File: config.mk
export PLATFORM = sky130hd
export DESIGN_NAME = fp4_array_sequencer
export DESIGN_NICKNAME = d
export VERILOG_FILES = /design/src/rtl/fp4_array_sequencer.sv
export SDC_FILE = /design/constraint.sdc
export NUM_CORES = 1
export LEC_CHECK = 0
export CAP_MARGIN = 20
export CORE_AREA = 3 3 193 195
export DETAILED_ROUTE_END_ITERATION = 8
export DIE_AREA = 0 0 196 198
export DONT_BUFFER_PORTS = 1
export PLACE_DENSITY = 0.59
export SETUP_SLACK_MARGIN = 0.5
export SYNTH_ARGS = -nofsm -noshare
export SYNTH_HDL_FRONTEND = slang
export SYNTH_SLANG_ARGS = --single-unit
File: constraint.sdc
create_clock -name clk -period 6 [get_ports clk]
set_input_delay 0.9 -clock clk [delete_from_list [all_inputs] [get_ports clk]]
set_output_delay 0.9 -clock clk [all_outputs]
set_load 0.01 [all_outputs]
File: src/rtl/fp4_array_sequencer.sv
// Host-side sequencer for the fp4 x int8 systolic array: buffers K-step groups, replays them phase-aligned,
// pulses read-out, then captures the W*H result bytes into a FIFO and returns them on a valid/ready stream.

// Result FIFO: one-entry-per-cycle write, registered read side; data appears one cycle after the write.
// A write into a full FIFO is dropped; the read side obeys i_rd_rdy.
module fp4_seq_fifo #(
  parameter int W     = 8,
  parameter int DEPTH = 32
) (
  input  logic         clk,
  input  logic         rst_n,
  input  logic         i_wr_vld,
  input  logic [W-1:0] i_wr_dat,
  output logic         o_rd_vld,
  output logic [W-1:0] o_rd_dat,
  input  logic         i_rd_rdy
);
  localparam int AW = (DEPTH > 1) ? $clog2(DEPTH) : 1;
  localparam int CW = $clog2(DEPTH + 1);
  localparam logic [AW-1:0] PTR_LAST = AW'(DEPTH - 1);
  localparam logic [CW-1:0] CNT_FULL = CW'(DEPTH);

  logic [W-1:0]  r_mem [DEPTH];
  logic [AW-1:0] r_wr_ptr;
  logic [AW-1:0] r_rd_ptr;
  logic [CW-1:0] r_cnt;
  logic          w_push;
  logic          w_pop;

  assign o_rd_vld = (r_cnt != '0);
  // Gate the read data so the output is a clean zero while empty.
  assign o_rd_dat = o_rd_vld ? r_mem[r_rd_ptr] : '0;
  assign w_push   = i_wr_vld && (r_cnt != CNT_FULL);
  assign w_pop    = o_rd_vld && i_rd_rdy;

  always_ff @(posedge clk) begin
    if (w_push) r_mem[r_wr_ptr] <= i_wr_dat;
  end

  always_ff @(posedge clk or negedge rst_n) begin
    if (!rst_n) begin
      r_wr_ptr <= '0;
      r_rd_ptr <= '0;
      r_cnt    <= '0;
    end else begin
      if (w_push) r_wr_ptr <= (r_wr_ptr == PTR_LAST) ? '0 : r_wr_ptr + AW'(1);
      if (w_pop)  r_rd_ptr <= (r_rd_ptr == PTR_LAST) ? '0 : r_rd_ptr + AW'(1);
      case ({w_push, w_pop})
        2'b10:   r_cnt <= r_cnt + CW'(1);
        2'b01:   r_cnt <= r_cnt - CW'(1);
        default: r_cnt <= r_cnt;
      endcase
    end
  end
endmodule

// Sequencer top: group emission is phase-locked to the array slice counter; results return R+2 onward.
// Host input stalls only while a group waits or emits; the array side is never stalled.
module fp4_array_sequencer #(
  parameter int SLICES = 4
) (
  input  logic       clk,
  input  logic       rst_n,
  input  logic       start,
  input  logic [7:0] k_steps,
  input  logic       s_valid,
  output logic       s_ready,
  input  logic [7:0] s_left,
  input  logic [7:0] s_top,
  output logic [7:0] arr_left,
  output logic [7:0] arr_top,
  output logic       arr_readout,
  input  logic [7:0] arr_out,
  output logic       m_valid,
  input  logic       m_ready,
  output logic [7:0] m_data,
  output logic       m_last,
  output logic       busy,
  output logic       done
);
  localparam int RESULTS = 2 * SLICES * SLICES;
  localparam int PW = (SLICES > 1) ? $clog2(SLICES) : 1;
  localparam int CW = $clog2(SLICES + 1);
  localparam int RW = $clog2(RESULTS + 1);
  localparam logic [PW-1:0] P_LAST   = PW'(SLICES - 1);
  localparam logic [CW-1:0] CNT_FULL = CW'(SLICES);
  localparam logic [CW-1:0] CNT_LAST = CW'(SLICES - 1);
  localparam logic [RW-1:0] RES_N    = RW'(RESULTS);
  localparam logic [RW-1:0] RES_LAST = RW'(RESULTS - 1);

  typedef enum logic [2:0] {
    S_IDLE, S_SYNC, S_FEED, S_EMIT, S_FLUSH, S_READOUT, S_DRAIN
  } state_t;

  state_t        r_state;
  logic [PW-1:0] r_p;
  logic [7:0]    r_k_rem;
  logic [CW-1:0] r_cnt;
  logic [7:0]    r_buf_left [SLICES];
  logic [7:0]    r_buf_top  [SLICES];
  logic          r_s_ready;
  logic [7:0]    r_arr_left;
  logic [7:0]    r_arr_top;
  logic          r_readout;
  logic          r_done;
  logic [RW-1:0] r_cap;
  logic [RW-1:0] r_out;

  logic          w_accept;
  logic          w_full;
  logic          w_p_last;
  logic [PW-1:0] w_p_inc;
  logic [PW-1:0] w_wr_idx;
  logic [7:0]    w_first_left;
  logic [7:0]    w_first_top;
  logic          w_cap;
  logic          w_m_vld;
  logic [7:0]    w_m_dat;
  logic          w_m_hs;

  assign w_accept = (r_state == S_FEED) && r_s_ready && s_valid;
  assign w_full   = (r_cnt == CNT_FULL) || (w_accept && (r_cnt == CNT_LAST));
  assign w_p_last = (r_p == P_LAST);
  assign w_p_inc  = r_p + PW'(1);
  assign w_wr_idx = r_cnt[PW-1:0];
  // Entry 0 may arrive in the very cycle emission is scheduled (single-slice array).
  assign w_first_left = (w_accept && (r_cnt == '0)) ? s_left : r_buf_left[0];
  assign w_first_top  = (w_accept && (r_cnt == '0)) ? s_top  : r_buf_top[0];
  assign w_cap  = (r_state == S_DRAIN) && (r_cap != RES_N);
  assign w_m_hs = w_m_vld && m_ready;

  fp4_seq_fifo #(.W(8), .DEPTH(RESULTS)) u_res_fifo (
    .clk      (clk),
    .rst_n    (rst_n),
    .i_wr_vld (w_cap),
    .i_wr_dat (arr_out),
    .o_rd_vld (w_m_vld),
    .o_rd_dat (w_m_dat),
    .i_rd_rdy (m_ready)
  );

  always_ff @(posedge clk or negedge rst_n) begin
    if (!rst_n) begin
      r_state    <= S_IDLE;
      r_p        <= '0;
      r_k_rem    <= '0;
      r_cnt      <= '0;
      r_s_ready  <= 1'b0;
      r_arr_left <= '0;
      r_arr_top  <= '0;
      r_readout  <= 1'b0;
      r_done     <= 1'b0;
      r_cap      <= '0;
      r_out      <= '0;
      for (int i = 0; i < SLICES; i++) begin
        r_buf_left[i] <= '0;
        r_buf_top[i]  <= '0;
      end
    end else begin
      r_readout <= 1'b0;
      r_done    <= 1'b0;
      r_p       <= w_p_last ? '0 : w_p_inc;
      case (r_state)
        S_IDLE: begin
          if (start) begin
            r_k_rem   <= k_steps;
            r_readout <= 1'b1;
            r_state   <= S_SYNC;
          end
        end
        S_SYNC: begin
          // The array restarts its slice counter on this pulse; our phase follows it.
          r_p   <= '0;
          r_cnt <= '0;
          if (r_k_rem == 8'd0) begin
            r_state <= S_FLUSH;
          end else begin
            r_state   <= S_FEED;
            r_s_ready <= 1'b1;
          end
        end
        S_FEED: begin
          if (w_accept) begin
            r_buf_left[w_wr_idx] <= s_left;
            r_buf_top[w_wr_idx]  <= s_top;
            r_cnt                <= r_cnt + CW'(1);
            if (r_cnt == CNT_LAST) r_s_ready <= 1'b0;
          end
          if (w_full && w_p_last) begin
            r_state    <= S_EMIT;
            r_s_ready  <= 1'b0;
            r_arr_left <= w_first_left;
            r_arr_top  <= w_first_top;
          end
        end
        S_EMIT: begin
          if (w_p_last) begin
            r_arr_left <= '0;
            r_arr_top  <= '0;
            r_cnt      <= '0;
            r_k_rem    <= r_k_rem - 8'd1;
            if (r_k_rem == 8'd1) begin
              r_state <= S_FLUSH;
            end else begin
              r_state   <= S_FEED;
              r_s_ready <= 1'b1;
            end
          end else begin
            r_arr_left <= r_buf_left[w_p_inc];
            r_arr_top  <= r_buf_top[w_p_inc];
          end
        end
        S_FLUSH: begin
          // Entered on a p==0 cycle; one full period lets the array latch and finish computing.
          if (w_p_last) begin
            r_readout <= 1'b1;
            r_state   <= S_READOUT;
          end
        end
        S_READOUT: begin
          r_cap   <= '0;
          r_out   <= '0;
          r_state <= S_DRAIN;
        end
        S_DRAIN: begin
          if (r_cap != RES_N) r_cap <= r_cap + RW'(1);
          if (w_m_hs) begin
            r_out <= r_out + RW'(1);
            if (r_out == RES_LAST) begin
              r_done  <= 1'b1;
              r_state <= S_IDLE;
            end
          end
        end
        default: r_state <= S_IDLE;
      endcase
    end
  end

  assign s_ready     = r_s_ready;
  assign arr_left    = r_arr_left;
  assign arr_top     = r_arr_top;
  assign arr_readout = r_readout;
  assign m_valid     = w_m_vld;
  assign m_data      = w_m_dat;
  assign m_last      = w_m_vld && (r_state == S_DRAIN) && (r_out == RES_LAST);
  assign busy        = (r_state != S_IDLE);
  assign done        = r_done;
endmodule

# Word level (Yosys, flattened, before mapping)

Memories as Yosys holds them, arrays and structs flattened.
Cells that the tools add are included.

Output and inout port bits: 30
Bits in registers: 127
RAM bits: 256
Memories kept: 1
Logic and storage cells: 154
Input bits: 37

Order comparisons: 3
Reductions and logical operators: 30
Add/sub/neg operators: 9
Bitwise operators: 2
Eq/ne operators: 29
Multiplexer cells: 58

Memory list:

| name             | depth | width | read ports | clocked after memory_dff | wr ports | RTL line | source |
|---|---|---|---|---|---|---|---|
| u_res_fifo.r_mem | 32    | 8     | 1          | 0                        | 1        | 23       | `logic [W-1:0] r_mem [DEPTH];` |

Operator list:

| cell                | number |
|---|---|
| $mux 8              | 14 |
| $bwmux 32           | 2 |
| $pmux 8 s2          | 3 |
| $pmux 6 s2          | 3 |
| $bmux 8 s2          | 2 |
| $mux 3              | 10 |
| $pmux 3 s7          | 1 |
| $add 6x1->6 const B | 3 |
| $demux 8 s2         | 1 |
| $ne 2x2->1 const B  | 7 |
| $mux 1              | 13 |
| $eq 3x3->1 const B  | 4 |
| $mux 6              | 2 |
| $ne 6x6->1 const B  | 2 |
| $reduce_and 6->1    | 2 |
| $logic_and 1x1->1   | 11 |
| $add 5x1->5 const B | 2 |
| $eq 5x5->1 const B  | 2 |
| $mux 5              | 2 |
| $eq 3x2->1 const B  | 3 |
| $pmux 3 s3          | 1 |
| $eq 8x1->1 const B  | 1 |
| $logic_not 8->1     | 1 |
| $reduce_and 2->1    | 4 |
| other kinds (23)    | 35 |

# Logic depth before layout (Yosys ltp)

Depth after elaboration: 8
Mapped depth: 14
Mapped depth without buffers: 12

# Cells and area by module

Synthesis repeated with hierarchy kept, for this count alone.

Cell total of the unflattened synthesis: 1,080
Area, all modules: 16,794.9 um^2

Modules (own cells, without submodules):

| module              | times used | sequential area each (um^2) | area each (um^2) | cells an instance |
|---|---|---|---|---|
| fp4_seq_fifo        | 1          | 8,087.8                     | 10,974.3         | 601 |
| fp4_array_sequencer | 1          | 2,777.7                     | 5,820.6          | 479 |

# Least setup slack after synthesis

OpenSTA, ideal clock, no wires.

Kind: register to output
From: register u_res_fifo.r_rd_ptr[0]
To: output m_data[6]
Path buffers: 2
Cell stages (with the launch flop): 7
Slack: 3,270 ps
Arrival time: 1,830 ps
Path through: dfrtp_1 -> buf_6 -> buf_8 -> mux4_2 -> mux4_2 -> o22ai_1 -> nor3_1

Longest elaborated chain between the ends: 2

RTL lines:

| what                     | RTL line | source |
|---|---|---|
| start: declaration       | 25       | `logic [AW-1:0] r_rd_ptr;` |
| start signal: assignment | 47       | `if (w_pop) r_rd_ptr <= (r_rd_ptr == PTR_LAST) ? '0 : r_rd_ptr + AW'(1);` |
| $mem_v2 32x8             | n/a      |  |
| $mux 8                   | 32       | `assign o_rd_dat = o_rd_vld ? r_mem[r_rd_ptr] : '0;` |
| end: declaration         | 76       | `output logic [7:0] m_data,` |

Every way passes these cells.

# Worst setup path in the final report

From: register u_res_fifo.r_rd_ptr[0]
To: output m_data[0]

The elaborated chain is that of the path after synthesis.

==> summary.md <==
| Metric | Value |
|---|---|
| Outcome | `finished clean` |
| # diodes | `0` |
| Most frequent cells in the layout | `edfxtp_1, dfrtp_1, nor2_1, mux2_1, mux4_2` |
| Area of the core | `0.03557 mm²` |
| CP Max Fanout | `50` |
| Post-cts sizing count | `0` |
| Peak VDD IR | `about 0.26 mV` |
| Number of synthesized register bits | `about 380` |
| Total wire length | `about 36000 µm` |
| Synth cell types | `67` |
| First-pass DRT Iterations | `5` |
| # DRC | `0` |
| Initial Util | `between 40% and 50%` |
| Max-Slew Margin vs Limit | `roughly a third` |
| Top FF cell, synth | `edfxtp_1` |
| Initial DRC count | `between 500 and 600` |
| Synthesis Warnings | `0` |
| Clock buffer depth | `3` |
| Buffer count from post-CTS setup fixing | `0` |
| NumNets Final | `1104` |
| Routed len/inst | `between 20 and 25 µm` |
| Vias | `between 9000 and 10000` |
| Final Max Slew Viols | `0` |
| CTS HTree Levels | `2` |
| Fmax | `about 0.23 GHz` |
| Hold-fix buffers, CTS | `0` |
| Syn_nets | `around 1100` |
| Clk sinks | `about 380` |
| Cell area power density | `449.5 mW/mm²` |
| Worst-path clk slew | `~60 ps` |
| Post-route core utilization | `between 50 and 60%` |
| Clk root buf | `clkbuf_16` |
| Async SR Flop Fraction | `about a third` |
| Setup CP Type | `reg -> out` |
| Post-route antenna net violation count | `0` |
| CTS Buf Count | `40` |
| Final Hold Fails | `0` |
| Worst Path Required | `approximately 5100 ps` |
| DIE WIDTH | `around 200 µm` |
| Fin crit period | `between 4000 and 5000 ps` |
| Die Ht | `a little under 200 µm` |
| Syn Std Cell Area | `between 0.015 and 0.02 mm²` |
| Post-synthesis sequential area ratio | `64.80%` |
| Syn_area_per_cell | `roughly 16 µm²` |
| Die Area | `0.03881 mm²` |
| Largest net degree at the start of global routing | `approximately 130` |
| Rows | `69` |
| GRT Total Usage | `18.55%` |
| Initial antenna violation count | `0` |
| Critical path launch point type | `register` |
| Min Hold Slack | `around 65 ps` |
| Leakage power | `approximately 6.6 nW` |
| Inst Count DP | `between 1000 and 1500` |
| WP data arrival | `roughly 3400 ps` |
| Post-DP HPWL | `approximately 22000 µm` |
| RSZ-0062 raised after global routing | `false` |
| Clk_skew | `roughly 20 ps` |
| IO Count | `67` |
| CP Capture Type | `output port` |
| Setup Viol. Count Final | `0` |
| First-pass GRT wire length | `between 50000 and 60000 µm` |
| Most common cell after layout, fill and taps aside | `edfxtp_1` |
| Least-Margin Pin Slew | `roughly 1000 ps` |
| Cell Count, Final, Fillers Out | `around 1500` |
| Via density | `between 5 and 6` |
| Max_cap viols | `0` |
| # fillers | `around 3000` |
| GPL Wtd Cong | `between 0.7 and 0.8` |
| Buffers on Ports | `0` |
| Worst hold-check path type | `in -> async` |
| Number of global-route vias before repair | `approximately 9000` |
| Setup TNS after final layout | `0 ps` |
| Worst-skew pair later-pin latency | `approximately 540 ps` |
| TritonCTS clock tree | `built` |
| Layout cells sized above 1 | `around 15%` |
| Global route overflow | `0` |
| P&R area growth vs syn | `9.096%` |
| Period utilization | `around 70%` |
| EDFF count, synth | `256` |
| Syn Inst Count | `~1100` |
## worst max-delay path: stages (launching register included)
cell and delay [ps]:
dfrtp_4 1040, buf_4 620, mux4_1 640, mux2_2 280
o22ai_1 150, nor3_1 120
## final timing paths
kind,from,end,slack (ps),depth (start not counted)
max,u_res_fifo.r_rd_ptr[0],m_data[0],1710,5
min,rst_n,r_buf_top[1],60,0
max reg2reg,r_state[2],u_res_fifo.r_mem[19][5],2690,4
min reg2reg,r_buf_top[2],r_buf_top[2],480,1
max in group asynchronous,rst_n,u_res_fifo.r_rd_ptr[0],5740,0
min in group clk,arr_out[3],u_res_fifo.r_mem[29][3],460,0
## flip-flops by register name, summed over array words and instances, names as in the netlist, 6 cells and up
signal            count
u_res_fifo.r_mem    256
r_buf_left           32
r_buf_top            32
arr_left              8
arr_top               8
r_k_rem               8
r_cap                 6
r_out                 6
u_res_fifo.r_cnt      6
## per-stage QoR
stage	setup WS [ps]	cell area [µm²]	total power, mW
4_1_cts	1604	18250	8.296
5_1_grt	1485	18290	8.673
6_report	1707	18290	8.223
3_3_place_gp	2195	17040	5.937
2_1_floorplan	3270	16770	5.412
3_5_place_dp	2185	17040	5.969
## synth_stat cells (4+ instances only)
cell | instances | area share [%]
edfxtp_1 | 256 | 46
dfrtp_1 | 127 | 19
mux2_1 | 58 | 3.9
nor2_1 | 58 | 1.3
mux4_2 | 56 | 7.5
a21oi_1 | 40 | 1.2
nand2_1 | 34 | 0.76
mux2i_1 | 33 | 2.0
clkbuf_1 | 31 | 0.69
nand3_1 | 30 | 0.90
o21ai_0 | 30 | 0.90
a31oi_1 | 21 | 0.78
ha_1 | 21 | 1.6
a22oi_1 | 18 | 0.81
inv_1 | 18 | 0.40
a21o_1 | 17 | 0.76
buf_2 | 16 | 0.48
mux4_1 | 16 | 2.5
mux2_2 | 14 | 0.94
nor3_1 | 14 | 0.42
o21ai_1 | 13 | 0.39
o22ai_1 | 10 | 0.37
mux2_4 | 9 | 0.81
xor2_1 | 8 | 0.42
buf_6 | 7 | 0.47
or3_1 | 6 | 0.22
and3b_1 | 5 | 0.26
nand3b_1 | 5 | 0.22
o211ai_1 | 5 | 0.22
and2_1 | 4 | 0.15
and3_1 | 4 | 0.15
buf_1 | 4 | 0.090
nand2_4 | 4 | 0.27
nand2b_1 | 4 | 0.15
nand4_1 | 4 | 0.15
nor2b_1 | 4 | 0.15
o2bb2ai_1 | 4 | 0.21
or3b_1 | 4 | 0.21
xnor2_1 | 4 | 0.21
## area by class of cell
type,count,area (µm²),area share [%]
clock inverters,20,110.1,0.6019
multi-input cells,594,5469,29.90
well taps,461,576.8,3.153
inverters,18,67.56,0.3694
flip-flops and latches,383,10870,59.43
clock buffers,52,1107,6.053
repair buffers,9,91.34,0.4993
## power breakdown
part | switching (mW) | internal, mW | total (mW)
combinational | 1.11 | 1.12 | 2.23
sequential | 0.469 | 3.21 | 3.68
clock | 1.01 | 1.30 | 2.31
total | 2.58 | 5.64 | 8.22
## cells by family (layout without fill, tap and decap cells)
group	Yosys count	count (layout)	synth area share, %
flops	383	383	64.80
buf+inv	80	99	2.582
xor+xnor	12	12	0.6268
simple gates	197	197	6.164
mux	186	186	17.64
compound gates	178	178	6.619
fa+ha+maj	21	21	1.567
## per-layer routing
| layer | GRT usage [%] | share of wire [%] | vias to the layer above | wire, µm |
|---|---|---|---|---|
| li1 | - | - | 4116 | - |
| met1 | 25.03 | 43 | 4697 | 15420 |
| met2 | 31.22 | 49 | 223 | 17720 |
| met3 | 3.897 | 5.7 | 48 | 2056 |
| met4 | 4.568 | 1.9 | 0 | 665 |
| met5 | 0 | 0 | - | 0 |
Note: power is estimated with default switching activity, not from simulation.
==> RTL edit (same flow settings) <==
The 7 states of `state_t` get a one-hot encoding in 7 bits.
--- a/src/rtl/fp4_array_sequencer.sv
+++ b/src/rtl/fp4_array_sequencer.sv
@@ -88,8 +88,8 @@
   localparam logic [RW-1:0] RES_N    = RW'(RESULTS);
   localparam logic [RW-1:0] RES_LAST = RW'(RESULTS - 1);
 
-  typedef enum logic [2:0] {
-    S_IDLE, S_SYNC, S_FEED, S_EMIT, S_FLUSH, S_READOUT, S_DRAIN
+  typedef enum logic [6:0] {
+    S_IDLE = 7'b0000001, S_SYNC = 7'b0000010, S_FEED = 7'b0000100, S_EMIT = 7'b0001000, S_FLUSH = 7'b0010000, S_READOUT = 7'b0100000, S_DRAIN = 7'b1000000
   } state_t;
 
   state_t        r_state;
Behaviour: no difference found for any inputs over 10 cycles, from zero or initial values and one cycle with rst_n low; not proved beyond that.
==> RTL edit against the unedited design <==
- area after synthesis fell by 1.8%
- non-clock buffer count down 1
- sequential share of layout area rose by 0.55 points
- wire length down 3.5%
- global-route usage decreased by 0.55 points
- sequential cell count up 4
- cell area barely moved
- maximum frequency is 7.9% higher
- sequential power decreased by 14%
- worst setup slack improved by 0.32 ns
- critical path depth grew 1
- synthesized cell count fell by 3.6%
- clock power rose by 8.7%
- total power decreased by 13%
==> RTL edit: results (changes against the unedited design) <==
INFO  status         status=completed [unchanged]
INFO  synthesis      synthesis.nets=1077 [was 1115]
INFO  setup_path     reg2reg_setup_slack=2.31ns [was 2.69 ns]
INFO  global_routing grt_util_overall=18.0% [was 18.6%]
INFO  timing         timing.max_slew.rel_slack=33.3% [was 33.4%]
INFO  power          ir_drop=435uV [was 255 uV]
INFO  clocking       cts-buffers-inserted=42 [was 40]
INFO  global_routing grt_start_max_net_pins=132 [was 128]
INFO  setup_path     cp-endpoint=m_data[1] [was m_data[0]]
INFO  setup_path     crit-reg2reg-launch=r_state[1] [was r_state[2]]
INFO  placed_design  place_inst=1436 [was 1463]
INFO  placed_design  dp_hpwl=20.9mm [was 21.7 mm]
INFO  setup_path     worstPathMaxFanout=45 [was 50]
INFO  synthesis      asyncSetResetFlopFracSynth=33.9% [was 33.2%]
INFO  power          power.switching=0.00197W [was 0.00258 W]
INFO  synthesis      synth-seq-area-share=66.6% [was 64.8%]
INFO  layout         non_filler_instance_count_after_layout=1513 [was 1537]
INFO  synthesis      post_synth_top_cells=256 x sky130_fd_sc_hd__edfxtp_1, 130 x sky130_fd_sc_hd__dfrtp_1, 80 x sky130_fd_sc_hd__mux4_2, 70 x sky130_fd_sc_hd__mux2_2, 57 x sky130_fd_sc_hd__nor2_1 [was 256 x sky130_fd_sc_hd__edfxtp_1, 127 x sky130_fd_sc_hd__dfrtp_1, 58 x sky130_fd_sc_hd__mux2_1, 58 x sky130_fd_sc_hd__nor2_1, 56 x sky130_fd_sc_hd__mux4_2]
INFO  setup_path     worstReg2RegEnd=u_res_fifo.r_cnt[5] [was u_res_fifo.r_mem[19][5]]
INFO  routing        finalWirelength=34.6mm [was 35.9 mm]
INFO  power          p_comb_share=20.6% [was 27.1%]
INFO  timing         worst-slew-pin-transition=0.997ns [was 0.996 ns]
INFO  power          leakage=6.72nW [was 6.57 nW]
INFO  placed_design  gp_routability_congestion=0.767 [was 0.762]
INFO  synthesis      synth_area_leaders=sky130_fd_sc_hd__edfxtp_1 47%, sky130_fd_sc_hd__dfrtp_1 20%, sky130_fd_sc_hd__mux4_2 11% [was sky130_fd_sc_hd__edfxtp_1 46%, sky130_fd_sc_hd__dfrtp_1 19%, sky130_fd_sc_hd__mux4_2 7.5%]
INFO  setup_path     cell_depth_of_the_worst_flop_to_flop_path=10 [was 4]
INFO  global_routing number_of_global_route_vias_before_repair=8923 [was 9268]
==> RTL edit: cell types whose count changed in the layout (fill, tap and decap cells not counted), moves of 9 or more <==
cell	change
sky130_fd_sc_hd__a21o_1	-13
sky130_fd_sc_hd__a22oi_1	+32
sky130_fd_sc_hd__a31oi_1	-20
sky130_fd_sc_hd__mux2_1	-58
sky130_fd_sc_hd__mux2_2	+56
sky130_fd_sc_hd__mux2_4	-9
sky130_fd_sc_hd__mux2i_1	-15
sky130_fd_sc_hd__mux4_1	-16
sky130_fd_sc_hd__mux4_2	+24
sky130_fd_sc_hd__nand3_1	-17
sky130_fd_sc_hd__o21ai_0	+9
sky130_fd_sc_hd__o21ai_1	-12
==> RTL edit: worst min path at each step <==
stage / end / depth (start not counted) / slack [ns]
3_3_place_gp: u_res_fifo.r_rd_ptr[1] / 2 / 0.46
6_report: r_buf_left[11] / 0 / 0.06
5_1_grt: r_out[0] / 0 / 0.03
2_1_floorplan: r_k_rem[1] / 2 / 0.46
3_5_place_dp: u_res_fifo.r_rd_ptr[1] / 2 / 0.47
4_1_cts: r_cnt[2] / 0 / 0.02
==> RTL edit: critical path, cell delays in order (launching register included) <==
cell                      delay, ns
sky130_fd_sc_hd__dfrtp_4       0.57
sky130_fd_sc_hd__buf_16        0.34
sky130_fd_sc_hd__buf_4         0.34
sky130_fd_sc_hd__mux4_2        0.54
sky130_fd_sc_hd__a22oi_1       0.24
sky130_fd_sc_hd__a21oi_1       0.12
sky130_fd_sc_hd__or2_2         0.33
==> RTL edit: cell families after synthesis <==
| group | share of synthesized area [%] |
|---|---|
| DFF | 66.6 |
| and+or+nand+nor | 6.22 |
| muxes | 16.8 |
| AOI/OAI and AO/OA | 6.46 |
| buffers and inverters | 1.69 |
| adders and majority gates | 1.60 |
| xor gates and xnor gates | 0.638 |
==> RTL edit: metrics by stage <==
stage | util (%) | cell area, um2 | hold WS [ns] | setup slack, ns | power [W]
detailed placement | 47.6 | 16900 | 0.469 | 2.17 | 0.00469
global route | 51.4 | 18300 | 0.0335 | 1.86 | 0.00748
global placement | 47.5 | 16900 | 0.463 | 2.18 | 0.00466
floorplan | - | 16500 | 0.465 | 2.66 | 0.00429
CTS | 51.3 | 18300 | 0.0248 | 1.57 | 0.00721
finish | 51.4 | 18300 | 0.0600 | 2.02 | 0.00713
==> RTL edit: per-layer routing <==
metal  vias up  track usage (%)  part of all wire [%]
li1       4019                -                     -
met1      4503             24.5                    43
met5         -                0                     0
met3        51             4.25                   6.3
met2       221             29.4                    49
met4         0             5.02                   2.0
==> RTL edit: layout make-up <==
type | instances | area (um2)
fill | 2920 | 17300
sequential | 387 | 11000
inverter | 21 | 78.8
timing repair buffer | 8 | 100
multi-input combinational | 560 | 5230
tap | 461 | 577
clock buffer | 57 | 1130
clock inverter | 19 | 209
